==> config.mk <==
export PLATFORM = sky130hd
export DESIGN_NAME = mem_line_ctrl
export DESIGN_NICKNAME = d
export VERILOG_FILES = /design/src/rtl/mem_line_ctrl.sv
export SDC_FILE = /design/constraint.sdc
export NUM_CORES = 1
export LEC_CHECK = 0
export BUFFER_PORTS_ARGS = -buffer_cell sky130_fd_sc_hd__buf_2
export CAP_MARGIN = 0
export CORE_AREA = 2 2 258 260
export DETAILED_ROUTE_END_ITERATION = 10
export DIE_AREA = 0 0 260 262
export MAX_ROUTING_LAYER = met4
export PLACE_DENSITY = 0.56
export SLEW_MARGIN = 40
export SYNTH_ARGS = -nofsm -noshare
export SYNTH_HDL_FRONTEND = slang
export SYNTH_SLANG_ARGS = --single-unit
export TNS_END_PERCENT = 1
==> constraint.sdc <==
create_clock -name clk -period 3.3 [get_ports clk]
set_clock_uncertainty 0.15 [all_clocks]
set_input_delay 0.165 -clock clk [delete_from_list [all_inputs] [get_ports clk]]
set_output_delay 0.165 -clock clk [all_outputs]
set_load 0.005 [all_outputs]
==> src/rtl/mem_line_ctrl.sv <==
// Memory-side stage that serves one arbiter request at a time against a single-port word SRAM.
// A write is a single-word SRAM access; a read is a burst of word reads assembled into one line.
module mem_line_ctrl #(
    parameter int ADDR_SIZE       = 16,
    parameter int WRITE_DATA_SIZE = 32,
    parameter int READ_DATA_SIZE  = 512,
    parameter int WORD_SIZE       = 32
) (
    input  logic                       clk,
    input  logic                       rst,
    input  logic                       mem_read_en,
    input  logic [ADDR_SIZE-1:0]       mem_read_addr,
    input  logic                       mem_write_en,
    input  logic [ADDR_SIZE-1:0]       mem_write_addr,
    input  logic [WRITE_DATA_SIZE-1:0] mem_write_data,
    output logic [READ_DATA_SIZE-1:0]  mem_read_data,
    output logic                       read_valid,
    output logic                       write_done,
    output logic                       sram_en,
    output logic                       sram_we,
    output logic [ADDR_SIZE-1:0]       sram_addr,
    output logic [WORD_SIZE-1:0]       sram_wdata,
    input  logic [WORD_SIZE-1:0]       sram_rdata
);

    localparam int WORDS  = READ_DATA_SIZE / WORD_SIZE;
    localparam int BEAT_W = (WORDS > 1) ? $clog2(WORDS) : 1;

    if (WRITE_DATA_SIZE != WORD_SIZE || (READ_DATA_SIZE % WORD_SIZE) != 0) begin : g_bad_params
        $error("mem_line_ctrl: WRITE_DATA_SIZE must equal WORD_SIZE and READ_DATA_SIZE must be a multiple of WORD_SIZE");
    end

    typedef enum logic [2:0] {
        IDLE,
        WRITE,
        READ_ISSUE,
        READ_DRAIN,
        DONE
    } state_t;

    state_t                    state_q, state_d;
    logic [BEAT_W-1:0]         beat_q, beat_d;
    logic [BEAT_W-1:0]         cap_slot;
    logic [READ_DATA_SIZE-1:0] mem_read_data_q, mem_read_data_d;
    logic                      read_valid_q, read_valid_d;
    logic                      write_done_q, write_done_d;
    logic                      sram_en_q, sram_en_d;
    logic                      sram_we_q, sram_we_d;
    logic [ADDR_SIZE-1:0]      sram_addr_q, sram_addr_d;
    logic [WORD_SIZE-1:0]      sram_wdata_q, sram_wdata_d;

    // sram_addr_q doubles as the latched address; read data lags its issue by one beat.
    assign cap_slot = beat_q - BEAT_W'(1);

    always_comb begin
        state_d         = state_q;
        beat_d          = beat_q;
        mem_read_data_d = mem_read_data_q;
        read_valid_d    = 1'b0;
        write_done_d    = 1'b0;
        sram_en_d       = sram_en_q;
        sram_we_d       = sram_we_q;
        sram_addr_d     = sram_addr_q;
        sram_wdata_d    = sram_wdata_q;

        case (state_q)
            IDLE: begin
                sram_en_d = 1'b0;
                sram_we_d = 1'b0;
                if (mem_write_en) begin
                    state_d      = WRITE;
                    sram_en_d    = 1'b1;
                    sram_we_d    = 1'b1;
                    sram_addr_d  = mem_write_addr;
                    sram_wdata_d = mem_write_data;
                end else if (mem_read_en) begin
                    state_d     = READ_ISSUE;
                    beat_d      = '0;
                    sram_en_d   = 1'b1;
                    sram_we_d   = 1'b0;
                    sram_addr_d = mem_read_addr;
                end
            end
            WRITE: begin
                sram_en_d    = 1'b0;
                sram_we_d    = 1'b0;
                write_done_d = 1'b1;
                state_d      = DONE;
            end
            READ_ISSUE: begin
                if (beat_q != '0) begin
                    mem_read_data_d[int'(cap_slot)*WORD_SIZE +: WORD_SIZE] = sram_rdata;
                end
                if (beat_q == BEAT_W'(WORDS - 1)) begin
                    sram_en_d = 1'b0;
                    state_d   = READ_DRAIN;
                end else begin
                    beat_d      = beat_q + BEAT_W'(1);
                    sram_addr_d = sram_addr_q + ADDR_SIZE'(1);
                end
            end
            READ_DRAIN: begin
                mem_read_data_d[(WORDS-1)*WORD_SIZE +: WORD_SIZE] = sram_rdata;
                read_valid_d = 1'b1;
                state_d      = DONE;
            end
            DONE: begin
                sram_en_d = 1'b0;
                state_d   = IDLE;
            end
            default: begin
                sram_en_d = 1'b0;
                sram_we_d = 1'b0;
                state_d   = IDLE;
            end
        endcase
    end

    always_ff @(posedge clk) begin
        if (rst) begin
            state_q         <= IDLE;
            beat_q          <= '0;
            mem_read_data_q <= '0;
            read_valid_q    <= 1'b0;
            write_done_q    <= 1'b0;
            sram_en_q       <= 1'b0;
            sram_we_q       <= 1'b0;
            sram_addr_q     <= '0;
            sram_wdata_q    <= '0;
        end else begin
            state_q         <= state_d;
            beat_q          <= beat_d;
            mem_read_data_q <= mem_read_data_d;
            read_valid_q    <= read_valid_d;
            write_done_q    <= write_done_d;
            sram_en_q       <= sram_en_d;
            sram_we_q       <= sram_we_d;
            sram_addr_q     <= sram_addr_d;
            sram_wdata_q    <= sram_wdata_d;
        end
    end

    assign mem_read_data = mem_read_data_q;
    assign read_valid    = read_valid_q;
    assign write_done    = write_done_q;
    assign sram_en       = sram_en_q;
    assign sram_we       = sram_we_q;
    assign sram_addr     = sram_addr_q;
    assign sram_wdata    = sram_wdata_q;

endmodule

==> impl_metrics.csv, run 1 <==
group,metric,value,unit
run_status,outcome,"finished clean",
timing,fmax,337,MHz
timing,fin_crit_sh,89.9,%
timing,slew_headroom,42.0,%
pwr,p_leak,12.3,nW
detailed_routing,num_vias,21400,
yosys,synth_commonest_cells,"571 x dfxtp_1, 418 x nand2_1, 328 x nand3_1",
global_route,grt_max_degree,159,
yosys,synth_cell_type_count,63,
pwr,p_clk_share,46.1,%
placed_design,gp_congestion,0.901,
global_route,gr-total-overflow,0,
yosys,synthArstFlopShare,0,%
yosys,synth-simple-area-share,19.3,%
clocking,htree_levels,2,
yosys,synthesis.instances,2437,
clocking,clkLatencyLatePin,620,ps
worst_setup_path,worst_setup_path_start_kind,"register",
global_route,grt.total_usage,26.9,%
detailed_routing,dr.first_iter.drc_count,1915,
yosys,synth-edff-count,0,
pwr,p_total,15.3,mW
clocking,post_cts_resized,0,
timing,min_period,2970,ps
yosys,synth_top_cells_by_area,"dfxtp_1 53%, nand3_1 7.5%, nand2_1 7.2%",
clocking,cts_made_buffers,60,
pwr,swShare,25.1,%
placed_design,postPlaceCellArea,0.0257,mm^2
placed_design,dp.cells,3748,
worst_setup_path,critPathArrivalTime,3320,ps
yosys,synth_area_leader_cell,"dfxtp_1",
worst_hold_path,whs_path_depth,4,
yosys,synth-main-ff-cell,"dfxtp_1",
clocking,numClockSinks,571,
placed_design,io_buffers,663,
worst_setup_path,reg2reg_setup_slack,330,ps
global_route,grt_pass1_vias,19700,
worst_hold_path,hold_path_class,"input pin to register",
worst_setup_path,crit_path_end_kind,"register",
worst_setup_path,timing.rr.start,"beat_q[0]",
global_route,grt_pass1_wl,133000,um
layout,drive_gt1_share,27.7,%
global_route,antenna_found_initial,6,
pwr,internal_power,11.5,mW
floorplan,die_w,260,um
worst_hold_path,hold_path_end,"sram_wdata[20]",
yosys,synth.ff_latch_count,571,
layout,nNetsFinal,3152,
layout,syn_to_final_growth,31.8,%
pwr,p_comb_share,7.9,%
worst_setup_path,required,3650,ps
timing,slew_violations,0,
worst_hold_path,hold_path_startpoint,"mem_write_data[20]",
yosys,synth.area.mux_share,6.76,%
timing,finalSetupTns,0,ps
detailed_routing,postRouteAntennaNets,0,
yosys,synth-compound-area-share,15.4,%
floorplan,die_h,262,um
job,cap_violations,0,
yosys,yosysTopAreaCellShare,52.5,%
floorplan,start_util,33.3,%
yosys,syn_area,0.0218,mm^2
yosys,synth.avg_cell_area,8.93,um^2
floorplan,pin_count,664,
clocking,root_buffer,"clkbuf_16",
yosys,synth_nets,2545,
layout,layout.cells.non_filler,3959,
yosys,yosysSeqAreaShare,52.5,%
timing,worstMarginPinSlew,871,ps
detailed_routing,drc_errors,0,
floorplan,dieArea,0.0681,mm^2
detailed_routing,post_drt_via_cell_ratio,5.40,
floorplan,placementRows,94,
detailed_routing,wl_per_cell,23.8,um
layout,final_area,0.0287,mm^2
clocking,cts_tree,"built",
yosys,synthAdderAreaFrac,0.460,%
worst_setup_path,ff2ff_path_depth,12,
yosys,yosysWarnings,0,
pwr,peakVddDrop,0.403,mV
worst_setup_path,critPathMaxFanout,32,
placed_design,hpwl,62000,um
timing,setup_viol,0,
clocking,cts_buffer_depth,3,
timing,rsz0062_at_grt,"false",
detailed_routing,drt_wl_total,94100,um
timing,hold_viol_final,0,
yosys,synth_xor_area_share,0.230,%
clocking,clk_pin_slew,60,ps
worst_setup_path,worstSetupPathType,"register to register",
detailed_routing,first_pass_iters,5,
pwr,p_per_area,534,mW/mm^2
pwr,switchingPower,3.85,mW
floorplan,core_area,0.0653,mm^2
pwr,seqPwrFrac,46.0,%
worst_setup_path,reg2reg_to,"mem_read_data[481]",
yosys,yosysMostFrequentCell,"dfxtp_1",
yosys,synth_top_family_by_area,"simple AND/OR/NAND/NOR gates",
-- sequential cells by signal (all words and copies together), names as in the netlist --
signal / cells
mem_read_data: 512
write_done: 1
read_valid: 1
state_q: 3
sram_addr: 16
sram_we: 1
sram_wdata: 32
sram_en: 1
beat_q: 4
-- worst max-delay path, stage by stage, from the launching register on --
cell	delay, ps
dfxtp_1	310
inv_1	150
ha_1	210
xor2_1	190
nor2_1	70
ha_1	380
nor4b_1	290
o211ai_1	160
nor3_2	190
buf_4	170
a211oi_4	50
buf_4	280
a22o_1	240
-- power groups by stage --
stage               Sequential [mW]  Clock (mW)  Combinational, mW
floorplan                      7.18           0              0.600
global placement               7.19           0               1.09
detailed placement             7.19           0               1.11
CTS                            7.04        7.18               1.20
global route                   7.05        7.48               1.30
finish                         7.05        7.06               1.21
-- routing by layer --
metal	global-route usage, %	up-vias	part of all wire [%]
li1	-	9869	-
met1	33.5	10300	41
met2	41.6	1032	46
met3	6.56	192	8.6
met4	11.0	0	4.4
met5	-	-	0
-- layout by cell type, fill, tap and decap left out, types with 42 or more instances in the layout --
cell,Yosys,layout
o31ai_1,152,152
dfxtp_1,571,571
buf_2,21,662
nand3_1,328,320
nand2_1,418,415
dlygate4sd3_1,0,98
mux2i_1,138,138
clkbuf_16,0,60
o21ai_0,181,181
buf_4,7,42
nand4_1,68,68
a21oi_1,80,80
-- cell families after synthesis --
logic type / after synthesis
flops: 571
compound gates: 521
mux: 146
simple gates: 913
xor+xnor: 4
buf+inv: 274
fa+ha+maj: 8
-- stage by stage --
step / setup WS (ps) / utilization (%) / hold slack, ps
2_1_floorplan: 200 / - / 151
3_3_place_gp: 368 / 39.3 / 255
3_5_place_dp: 361 / 39.3 / 262
4_1_cts: 321 / 43.9 / 151
5_1_grt: 121 / 43.9 / 195
6_report: 332 / 43.9 / 199
-- worst max path at each step --
stage / from / to / cells after the start
2_1_floorplan: beat_q[0] / mem_read_data[111] / 14
3_3_place_gp: beat_q[0] / mem_read_data[498] / 12
3_5_place_dp: beat_q[0] / mem_read_data[481] / 12
4_1_cts: beat_q[0] / mem_read_data[481] / 12
5_1_grt: beat_q[0] / mem_read_data[319] / 10
6_report: beat_q[0] / mem_read_data[481] / 12
-- area by class of cell --
cell class	instances	area, um^2
fill	6370	36600
multi-input combinational	1592	9280
tap	864	1080
clock buffer	84	1700
inverter	6	30.0
clock inverter	26	344
antenna	3	7.51
timing repair buffer	813	4810
sequential	571	11400
-- what timing repair did --
action,CTS,global route
buffers inserted,0,0
hold buffers,98,0
hold endpoints to repair,394,0
(Power assumes the default switching activity.)
==> run 2, diff against run 1 <==
GPL_ROUTABILITY_DRIVEN = 0   (was default)
PLACE_DENSITY = default   (was 0.56)
==> run 2 against run 1 <==
Against the previous run:
- first-iteration DRC count is 18% higher
- critical path depth unchanged
- utilization increased by 0.20 points
- non-clock buffer count increased by 5
- count of clock-buffer cells in the layout up 1
- hold slack lost 160 ps
- sequential power about the same
- register-to-register slack is essentially flat
- cell count about the same
- critical path type unchanged
- critical endpoint is now mem_read_data[430]
- largest power group unchanged
==> impl_metrics.csv, run 2 (synthesis results as in run 1) <==
group,metric,value,unit
run_status,outcome,"finished clean",
detailed_routing,drc_errors,0,
worst_setup_path,cp_common_cell,"buf_4",
clocking,cts_buffer_depth,3,
timing,worst_slack,337,ps
placed_design,hpwl,59800,um
timing,hold_viol_final,0,
layout,fin_util,44.1,%
worst_hold_path,hold_path_end,"sram_addr[12]",
pwr,p_per_area,537,mW/mm^2
detailed_routing,drt_wl_total,91600,um
worst_hold_path,whs_path_depth,4,
timing,slew_headroom,43.5,%
global_route,antenna_found_initial,2,
clocking,clk_pin_slew,70,ps
timing,fmax,338,MHz
global_route,grt_pass1_vias,18900,
worst_setup_path,worst_setup_path_start_kind,"register",
floorplan,die_w,260,um
pwr,p_leak,12.4,nW
worst_setup_path,critPathMaxFanout,27,
floorplan,core_area,0.0653,mm^2
floorplan,pin_count,664,
timing,worstMarginPinSlew,848,ps
clocking,cts_tree,"built",
pwr,peakVddDrop,0.443,mV
layout,layout_commonest_cell,"buf_2",
worst_setup_path,crit_buf_inv,3,
worst_setup_path,crit_chain,"inv_1 -> ha_1 -> xor2_1 -> nor2_1 -> ha_2 -> nor4b_2 -> o211ai_1 -> nor3_2 -> buf_4 -> nand2_2 -> buf_4 -> mux2i_1",
detailed_routing,post_drt_via_cell_ratio,5.30,
timing,setup_viol,0,
detailed_routing,wl_per_cell,23.1,um
worst_setup_path,cp_top_family,"adder cells",
global_route,grt_pass1_wl,129000,um
worst_setup_path,timing.rr.start,"beat_q[1]",
global_route,grt.total_usage,26.0,%
timing,min_period,2960,ps
clocking,cts_made_buffers,60,
timing,rsz0062_at_grt,"false",
timing,fin_crit_sh,89.8,%
detailed_routing,postRouteAntennaNets,0,
floorplan,start_util,33.3,%
clocking,clkLatencyLatePin,610,ps
global_route,gr-total-overflow,0,
worst_setup_path,reg2reg_to,"mem_read_data[430]",
layout,drive_gt1_share,28.0,%
worst_hold_path,hold_path_class,"input pin to register",
placed_design,io_buffers,663,
floorplan,placementRows,94,
layout,final_cell_mix,"662 x buf_2, 571 x dfxtp_1, 416 x nand2_1, 320 x nand3_1, 181 x o21ai_0",
worst_setup_path,critPathArrivalTime,3290,ps
pwr,p_total,15.5,mW
worst_setup_path,reg2reg_setup_slack,340,ps
worst_setup_path,ff2ff_path_depth,12,
clocking,root_buffer,"clkbuf_16",
worst_setup_path,required,3620,ps
layout,largest_reg_flops,512,
layout,fill_cells,6465,
clocking,htree_levels,2,
worst_hold_path,hold_path_startpoint,"mem_read_addr[12]",
floorplan,die_h,262,um
worst_setup_path,max_stage_delay,370,ps
job,cap_violations,0,
floorplan,dieArea,0.0681,mm^2
timing,slew_violations,0,
worst_setup_path,critPathSlowestCell,"ha_2",
detailed_routing,first_pass_iters,6,
layout,nNetsFinal,3157,
timing,finalSetupTns,0,ps
detailed_routing,dr.first_iter.drc_count,2263,
detailed_routing,num_vias,21000,
worst_setup_path,crit_path_end_kind,"register",
layout,syn_to_final_growth,32.4,%
clocking,numClockSinks,571,
worst_setup_path,worstSetupPathType,"register to register",
global_route,grt_max_degree,128,
placed_design,pre_cts_slack,197,ps
==> run 2: worst max-delay path by stage <==
| stage | start | slack [ps] | endpoint | cells past startpoint |
|---|---|---|---|---|
| after floorplan | beat_q[0] | 200 | mem_read_data[111] | 14 |
| after global placement | beat_q[1] | 340 | mem_read_data[439] | 12 |
| after detailed placement | beat_q[1] | 200 | mem_read_data[416] | 12 |
| after CTS | beat_q[1] | 160 | mem_read_data[416] | 12 |
| after global routing | beat_q[1] | 100 | mem_read_data[88] | 12 |
| final | beat_q[1] | 340 | mem_read_data[430] | 12 |
==> run 2: timing repair <==
action | CTS | global route
hold buffers | 97 | 0
setup endpoints to repair | 0 | 31
hold endpoints to repair | 365 | 0
resized for setup | 0 | 2
buffers inserted | 0 | 0
==> run 2: stage by stage <==
stage	hold WS (ps)	instance area (um^2)	cells
2_1_floorplan	151	21800	2437
3_3_place_gp	257	25700	3754
3_5_place_dp	260	25700	3754
4_1_cts	13.0	28800	3961
5_1_grt	30.0	28800	3962
6_report	38.7	28800	3962
==> run 2: where the power goes <==
| part | switching, mW | internal (mW) | total (mW) |
|---|---|---|---|
| Sequential | 0.0703 | 6.97 | 7.04 |
| Clock | 2.91 | 4.29 | 7.20 |
| Combinational | 0.869 | 0.371 | 1.24 |
| Total | 3.85 | 11.6 | 15.5 |
==> run 2: final cells by class <==
class	instances	area, um^2	share of cell area [%]
tap	864	1080	3.75
timing repair buffer	818	4880	16.9
multi-input combinational	1592	9290	32.2
clock buffer	85	1780	6.17
clock inverter	25	329	1.14
sequential	571	11400	39.7
inverter	6	30.0	0.104
antenna	1	2.50	0.00868
==> run 2: routing by layer <==
layer	vias up	routed length [um]	GRT usage, %
met2	959	43000	41.1
met5	-	0	-
met3	151	7220	5.17
met4	0	2970	8.54
li1	9903	-	-
met1	9987	38400	33.4
==> run 2: worst reg2reg max path, stage by stage, from the launching register on <==
cell      delay [ps]
dfxtp_1          310
inv_1            110
ha_1             250
xor2_1           200
nor2_1            80
ha_2             370
nor4b_2          280
o211ai_1         150
nor3_2           110
buf_4            160
nand2_2          130
buf_4            320
mux2i_1          200
